===== src/rtl/drum_voice_player.sv =====
`default_nettype none
// +----------------------------------------------------------------------------+
// | drum_voice_player                                                          |
// | One-voice drum sample player: ROM fetch per sample tick, velocity scaling. |
// | Optional macro DRUM_VOICE_OVERRUN_EN adds a sticky dropped-tick flag.      |
// | Revision: 1.0                                                              |
// +----------------------------------------------------------------------------+
module drum_voice_player #(
    parameter int ADDR_W   = 16,
    parameter int SAMPLE_W = 16,
    parameter int VEL_W    = 7
) (
    input  logic                CLOCK_50,
    input  logic                RESET_N,
    input  logic                sample_clk,
    input  logic                trigger,
    input  logic [VEL_W-1:0]    velocity,
    input  logic [ADDR_W-1:0]   sample_len,
    output logic                rom_rd,
    output logic [ADDR_W-1:0]   rom_addr,
    input  logic [SAMPLE_W-1:0] rom_data,
    output logic [SAMPLE_W-1:0] audio_out,
    output logic                audio_valid,
`ifdef DRUM_VOICE_OVERRUN_EN
    output logic                overrun,
`endif
    output logic                busy
);

    localparam int PROD_W = SAMPLE_W + VEL_W + 1;

    localparam logic [1:0] S_WAIT = 2'd0;
    localparam logic [1:0] S_READ = 2'd1;
    localparam logic [1:0] S_DATA = 2'd2;
    localparam logic [1:0] S_OUT  = 2'd3;

    logic [1:0]        r_state;
    logic              r_sync1;
    logic              r_sync2;
    logic              r_sync_d;
    logic              r_tick;
    logic [ADDR_W-1:0] r_ptr;
    logic [VEL_W-1:0]  r_vel;
    logic              r_pend;
    logic [VEL_W-1:0]  r_pend_vel;

    logic                     w_trig_ok;
    logic                     w_last;
    logic signed [PROD_W-1:0] w_prod;
    logic [SAMPLE_W-1:0]      w_scaled;

    assign w_trig_ok = trigger && (velocity != '0) && (sample_len != '0);
    assign w_last    = (r_ptr == sample_len - ADDR_W'(1));

    // Velocity is zero-extended so it is always non-negative in the signed product.
    assign w_prod   = $signed({{(VEL_W + 1){rom_data[SAMPLE_W-1]}}, rom_data}) *
                      $signed({{SAMPLE_W{1'b0}}, 1'b0, r_vel});
    assign w_scaled = SAMPLE_W'(w_prod >>> VEL_W);

    always_ff @(posedge CLOCK_50 or negedge RESET_N) begin
        if (!RESET_N) begin
            r_sync1  <= 1'b0;
            r_sync2  <= 1'b0;
            r_sync_d <= 1'b0;
            r_tick   <= 1'b0;
        end else begin
            r_sync1  <= sample_clk;
            r_sync2  <= r_sync1;
            r_sync_d <= r_sync2;
            r_tick   <= r_sync2 & ~r_sync_d;
        end
    end

    always_ff @(posedge CLOCK_50 or negedge RESET_N) begin
        if (!RESET_N) begin
            r_state     <= S_WAIT;
            r_ptr       <= '0;
            r_vel       <= '0;
            r_pend      <= 1'b0;
            r_pend_vel  <= '0;
            rom_rd      <= 1'b0;
            rom_addr    <= '0;
            audio_out   <= '0;
            audio_valid <= 1'b0;
            busy        <= 1'b0;
        end else begin
            rom_rd      <= 1'b0;
            audio_valid <= 1'b0;

            if (w_trig_ok) begin
                r_pend     <= 1'b1;
                r_pend_vel <= velocity;
            end

            case (r_state)
                S_WAIT: begin
                    if (r_tick) begin
                        r_state <= S_READ;
                        // A same-cycle trigger wins over an older pending one.
                        if (r_pend || w_trig_ok) begin
                            r_ptr    <= '0;
                            r_vel    <= w_trig_ok ? velocity : r_pend_vel;
                            busy     <= 1'b1;
                            r_pend   <= 1'b0;
                            rom_rd   <= 1'b1;
                            rom_addr <= '0;
                        end else begin
                            rom_rd   <= busy;
                            rom_addr <= r_ptr;
                        end
                    end
                end
                S_READ: begin
                    r_state <= S_DATA;
                end
                S_DATA: begin
                    audio_out   <= busy ? w_scaled : '0;
                    audio_valid <= 1'b1;
                    r_state     <= S_OUT;
                end
                S_OUT: begin
                    if (busy) begin
                        if (w_last) begin
                            busy  <= 1'b0;
                            r_ptr <= '0;
                        end else begin
                            r_ptr <= r_ptr + ADDR_W'(1);
                        end
                    end
                    r_state <= S_WAIT;
                end
                default: begin
                    r_state <= S_WAIT;
                end
            endcase
        end
    end

`ifdef DRUM_VOICE_OVERRUN_EN
    always_ff @(posedge CLOCK_50 or negedge RESET_N) begin
        if (!RESET_N) begin
            overrun <= 1'b0;
        end else if (r_tick && (r_state != S_WAIT)) begin
            overrun <= 1'b1;
        end
    end
`endif

endmodule
`default_nettype wire


===== config.mk =====
export PLATFORM = sky130hd
export DESIGN_NAME = drum_voice_player
export DESIGN_NICKNAME = d
export VERILOG_FILES = /design/src/rtl/drum_voice_player.sv
export SDC_FILE = /design/constraint.sdc
export NUM_CORES = 1
export LEC_CHECK = 0
export CAP_MARGIN = 5
export CORE_ASPECT_RATIO = 1.4
export CORE_MARGIN = 2
export CORE_UTILIZATION = 40
export CTS_CLUSTER_DIAMETER = 50
export DETAILED_ROUTE_END_ITERATION = 8
export DONT_BUFFER_PORTS = 1
export GPL_TIMING_DRIVEN = 0
export PLACE_DENSITY = 0.64
export SLEW_MARGIN = 10
export SYNTH_ARGS = -nofsm -noshare
export SYNTH_HDL_FRONTEND = slang
export SYNTH_SLANG_ARGS = --single-unit
export TNS_END_PERCENT = 100

===== constraint.sdc =====
create_clock -name CLOCK_50 -period 10.4 [get_ports CLOCK_50]
set_input_delay 0.52 -clock CLOCK_50 [delete_from_list [all_inputs] [get_ports CLOCK_50]]
set_output_delay 0.52 -clock CLOCK_50 [all_outputs]
set_load 0.01 [all_outputs]

==> results of run 1 <==
layer usage:
metal	wire [µm]	part of all wire, %	up-vias
met5	0	0	-
met4	248	1.4	0
met3	833	4.6	22
met2	10000	55	121
met1	6980	39	2873
li1	-	-	2802
metrics by stage:
stage / instance area (µm²) / hold WS (ps) / setup WS, ps
global route: 8120 / 90.8 / 4140
finish: 8120 / 77.7 / 4480
floorplan: 7510 / 224 / 5450
CTS: 8120 / 78.6 / 4450
detailed placement: 7820 / 228 / 4470
global placement: 7820 / 227 / 4530
worst paths after layout:
path	from	endpoint	slack (ps)	depth (start not counted)
setup / recovery	r_vel[4]	audio_out[13]	4480	18
hold / removal	RESET_N	r_vel[2]	80	1
setup reg to reg	r_vel[4]	audio_out[13]	4480	18
hold reg to reg	r_sync1	r_sync2	350	0
max in group asynchronous	RESET_N	rom_addr[12]	10020	1
min in group CLOCK_50	sample_clk	r_sync1	220	0
kinds of logic after synthesis:
logic type | after synthesis
and+or+nand+nor | 353
AOI/OAI and AO/OA | 91
DFF | 72
buffers and inverters | 179
adders and majority gates | 131
muxes | 2
xor gates and xnor gates | 35
area by class of cell:
| class | instances | area [µm²] | area share, % |
|---|---|---|---|
| Sequential cell | 72 | 1800 | 22.2 |
| Timing Repair Buffer | 1 | 27.5 | 0.339 |
| Multi-Input combinational cell | 612 | 5030 | 62.0 |
| Inverter | 147 | 552 | 6.80 |
| Buffer | 32 | 128 | 1.57 |
| Tap cell | 244 | 305 | 3.76 |
| Clock inverter | 6 | 45.0 | 0.555 |
| Clock buffer | 10 | 229 | 2.82 |
flip-flops by register name, summed over array words and instances (netlist names):
signal and flops:
audio_out 16, r_sync_d 1, r_ptr 16, r_vel 7, rom_addr 16, r_pend 1, audio_valid 1, rom_rd 1
r_sync2 1, r_pend_vel 7, busy 1, r_tick 1, r_sync1 1, r_state 2
placed cells by master (no fill, tap or decap), types with 2 or more instances in the layout:
cell        count
o21ai_0         9
a31oi_1         5
nor3_1         10
o21a_1          3
or2_2           3
a211o_1         2
clkbuf_1       28
nor3b_1         2
clkinvlp_4      3
nor4_1          5
xnor2_1        23
nand2_1       133
o41ai_1         2
xor2_1         12
a21o_1          3
o32ai_1         3
a21oi_1        21
and2_1         78
fa_1           83
nand4_1        12
or4_4           2
nor4b_1         3
nand4b_1        3
nand3_1        35
mux2i_1         2
dfrtp_1        72
inv_1         147
and3_1          5
clkbuf_16       9
o211ai_1        5
buf_2           3
ha_1           48
o311ai_1        5
nor2b_1         7
o22ai_1        17
or4_1           4
or3_1          12
o21ai_1         3
nor2_1         27
timing repair:
item,CTS,global route
hold endpoints to repair,72,0
setup buffers,0,0
setup endpoints to repair,0,0
hold buffers,1,0
resized for setup,0,0
==> metrics.txt, run 1 <==
synthesized instance count=863; synth warn=0; RSZ-0062 raised after global routing=no; crit-path cells=clkbuf_1 > nand2_1 > fa_1 > fa_1 > inv_1 > fa_1 > inv_1 > fa_1 > inv_1 > ha_1 > or2_0 > o22a_1 > a31oi_1 > o21ai_1 > and2_1 > a221oi_1 > xnor2_1 > a31o_1; CTS Buf Count=9; mux share of post-synthesis cell area=0.266%; wire per inst=16.1 µm; die width=120 µm; synthesis-stage register bit count=72; most frequent cells after synthesis=147 x inv_1, 133 x nand2_1, 83 x fa_1; # DRC=0; register area share after synthesis=24.0%; initial antenna violation count=0; delay-heaviest family, CP=adder cells; crit-path most repeated cell=fa_1; Crit path arrival time=6140 ps; final period utilization=56.9%; Layout Nets=1,049; post-synthesis compound-gate area fraction=8.11%; run status=finished clean; maximum number of pins on one net before global-route repair=73; CP Launch Type=flip-flop; syn nets=1,037; GPL Wtd Cong=0.835; CP max-delay cell=dfrtp_1; Util after Layout=43.8%; via-per-instance ratio=5.18; Main synth FF type=dfrtp_1; GRT met2 Usage=36.1%; Sum Neg Setup Slack=0 ps; largest cells by area after synthesis=dfrtp_1 24%, fa_1 22%, ha_1 8.0%, inv_1 7.3%, nand2_1 6.6%; routed vias=5,818; core area=0.0185 mm²; Fin. Hold Viols=0; Pre-antenna DRT Iters=5; Finished Layout Cells=1,124; synth unique cells=64; CTS sink cnt=72; chip height=166 µm; area grow syn2layout=8.08%; crit path time final=5920 ps; H-tree levels=3; cell with the most instances after synthesis=inv_1; first-pass GRT wire length=30.6 mm; worst hold-check path type=in -> async; drt first-iter violations=251; Post-synth EDFFs=0; Max-Cap Viols=0; slowest stage delay, CP=560 ps; post-synth top area cell=dfrtp_1; Clock Root Buffer=clkbuf_16; initial cell density of the core=40.5%; Syn Area/Cell=8.70 µm²; number of global-route vias before repair=6,052; Max Root-Sink Buffers=2; WS Path Type=reg -> reg; Max-slew headroom=30.0%; GRT met1 Usage=22.3%; Fmax=169 MHz; antenna viol nets, final=0; die area=0.0199 mm²; Reg clk slew, reported paths=60 ps; DP Cell Count=1,107; xor/xnor share of the synthesized area=4.08%; largest family of logic cells by synthesized area=adder cells; All-Layer GR Usage=19.2%; TritonCTS clock tree=yes; Setup violations, final=0; global routing usage on met3=3.13%; ys async rst share=100%; worst-margin pin slew=1040 ps; Final Skew=7.51 ps; critical path fanouts, max=10; Detailed Place HPWL=14.5 mm; # IOs=78; clk_lat worst skew=330 ps; CP Capture Type=flip-flop; ANT cells=0; number of fillers in the final layout=1,825; pins over their slew limit=0; adder-cell share of the synthesized area=30.1%; synthesized area=0.00751 mm²; top-area cell type share of the netlist area=24.0%; GR peak layer=met2; Rows=59; post-synthesis simple-gate area fraction=24.4%; Worst Path Required=10,620 ps; Buf+Inv Stages, Crit Path=4; Congestion Overflow GR=0; layout cells sized above 1=3.52%; I/O Buffers=0; final wirelength=18.1 mm
Power of run 1 is not shown: default switching activity piles up to over one toggle a cycle in this logic, so the estimate is an artifact.
==> inputs of run 2 (changes only) <==
--- a/config.mk
+++ b/config.mk
@@ -13,7 +13,7 @@
 export DETAILED_ROUTE_END_ITERATION = 8
 export DONT_BUFFER_PORTS = 1
 export GPL_TIMING_DRIVEN = 0
-export PLACE_DENSITY = 0.64
+export PLACE_DENSITY = 0.66
 export SLEW_MARGIN = 10
 export SYNTH_ARGS = -nofsm -noshare
 export SYNTH_HDL_FRONTEND = slang
==> constraint.sdc (replaced) <==
create_clock -name CLOCK_50 -period 5 [get_ports CLOCK_50]
set_input_delay 0.25 -clock CLOCK_50 [delete_from_list [all_inputs] [get_ports CLOCK_50]]
set_output_delay 0.25 -clock CLOCK_50 [all_outputs]
set_load 0.01 [all_outputs]
==> run 2 against run 1 <==
Compared with the run above:
- first-iteration DRC count is 15% higher
- worst setup slack worse by 4300 ps
- largest cell class unchanged
- die area stayed put
- highest routed layer unchanged
==> metrics.txt, run 2 (synthesis gave the netlist of run 1 again) <==
Util after Layout=45.6%; CP max-delay cell=fa_1; layout cells sized above 1=8.17%; worst hold-check path type=in -> reg; Rows=59; maximum number of pins on one net before global-route repair=73; wire per inst=16.4 µm; die area=0.0199 mm²; Sum Neg Setup Slack=0 ps; setup ws final=149 ps; first-pass GRT wire length=30.6 mm; TritonCTS clock tree=yes; routed vias=5,982; CP Launch Type=flip-flop; All-Layer GR Usage=19.2%; # IOs=78; Reg clk slew, reported paths=60 ps; area grow syn2layout=12.6%; critical path fanouts, max=6; Final Skew=9.41 ps; Buf+Inv Stages, Crit Path=4; crit-path cells=buf_8 > nand2_1 > fa_1 > fa_1 > inv_1 > fa_1 > inv_1 > fa_1 > inv_1 > ha_1 > nor4_1 > o21ai_1 > a31oi_4 > o21ai_4 > and2_4 > a221oi_4 > xnor2_1 > a31o_1; commonest non-fill, non-tap cell in the layout=inv_1; worst-margin pin slew=1130 ps; Layout Nets=1,063; run status=finished clean; CTS Buf Count=9; final wirelength=18.6 mm; ANT cells=0; initial antenna violation count=0; Setup violations, final=0; largest registers=audio_out x16, r_ptr x16, rom_addr x16; crit-path most repeated cell=fa_1; FF-to-FF path depth=18; chip height=166 µm; critical path depth=18; Crit path arrival time=5070 ps; core area=0.0185 mm²; Pre-antenna DRT Iters=4; WS Path Type=reg -> reg; Fin. Hold Viols=0; clk_lat worst skew=330 ps; # DRC=0; I/O Buffers=0; Clock Root Buffer=clkbuf_16; H-tree levels=3; initial cell density of the core=40.5%; Worst Path Required=5220 ps; Congestion Overflow GR=0; DP Worst Slack=-943 ps; Hold Path Stages=2; number of global-route vias before repair=6,113; most frequent cells in the layout=147 x inv_1, 132 x nand2_1, 81 x fa_1; crit path time final=4850 ps; Detailed Place HPWL=14.4 mm; Max-Cap Viols=0; Max-slew headroom=23.6%; CTS sink cnt=72; pins over their slew limit=0; via-per-instance ratio=5.26; CP Capture Type=flip-flop; GPL Wtd Cong=0.855; final period utilization=97.0%; Max Root-Sink Buffers=2; drt first-iter violations=288; antenna viol nets, final=0; slowest stage delay, CP=540 ps; die width=120 µm; delay-heaviest family, CP=adder cells; Fmax=206 MHz
[run 2: cell count changes in the layout (fill, tap and decap cells not counted), moves of 3 or more]
cell / before / now
clkbuf_1: 28 / 21
ha_2: 0 / 3
dfrtp_2: 0 / 5
dfrtp_1: 72 / 67
clkbuf_2: 0 / 3
a21oi_2: 0 / 3
buf_8: 0 / 3
ha_4: 0 / 3
buf_4: 1 / 11
a21oi_1: 21 / 18
ha_1: 48 / 42
[run 2: timing repair]
| item | in CTS | in global routing |
|---|---|---|
| hold buffers | 3 | 0 |
| resized for setup | 22 | 28 |
| buffers inserted | 4 | 7 |
| endpoints found under the hold margin | 73 | 0 |
| pin swaps | 2 | 11 |
| setup endpoints to repair | 14 | 6 |
| cloned | 0 | 1 |
[run 2: worst register-to-register path: stages, from the launching register on]
cell	delay, ps
dfrtp_2	460
buf_8	150
nand2_1	70
fa_1	490
fa_1	500
inv_1	60
fa_1	530
inv_1	60
fa_1	540
inv_1	40
ha_1	210
nor4_1	260
o21ai_1	170
a31oi_4	270
o21ai_4	120
and2_4	170
a221oi_4	290
xnor2_1	130
a31o_1	230
[run 2: worst paths after layout]
kind | slack (ps) | to | from
setup / recovery | 150 | audio_out[13] | r_vel[2]
hold / removal | 20 | r_pend_vel[1] | velocity[1]
setup reg to reg | 150 | audio_out[13] | r_vel[2]
hold reg to reg | 350 | r_sync2 | r_sync1
max in group asynchronous | 4230 | r_tick | RESET_N
min in group asynchronous | 460 | r_vel[3] | RESET_N
[run 2: final cells by class]
class                      instances  area (µm²)
fill                            1774       10100
timing repair buffer              15         173
buffer                            32         169
clock buffer                      10         229
sequential                        72        1810
clock inverter                     6        67.6
tap                              244         305
multi-input combinational        612        5150
inverter                         147         552
[run 2: metrics by stage]
step / hold WS (ps) / instances / area, µm²
6_report: 21.8 / 1138 / 8460
4_1_cts: 9.75 / 1130 / 8250
3_5_place_dp: -42.7 / 1107 / 7820
5_1_grt: 16.7 / 1138 / 8460
3_3_place_gp: -42.6 / 1107 / 7820
2_1_floorplan: -45.6 / 863 / 7510
[run 2: per-layer routing]
metal	track usage, %	share of wire (%)
met4	5.01	1.7
met3	3.57	4.7
met2	36.0	56
met5	0	0
met1	22.1	38
Power of run 2 is left out for the same reason.
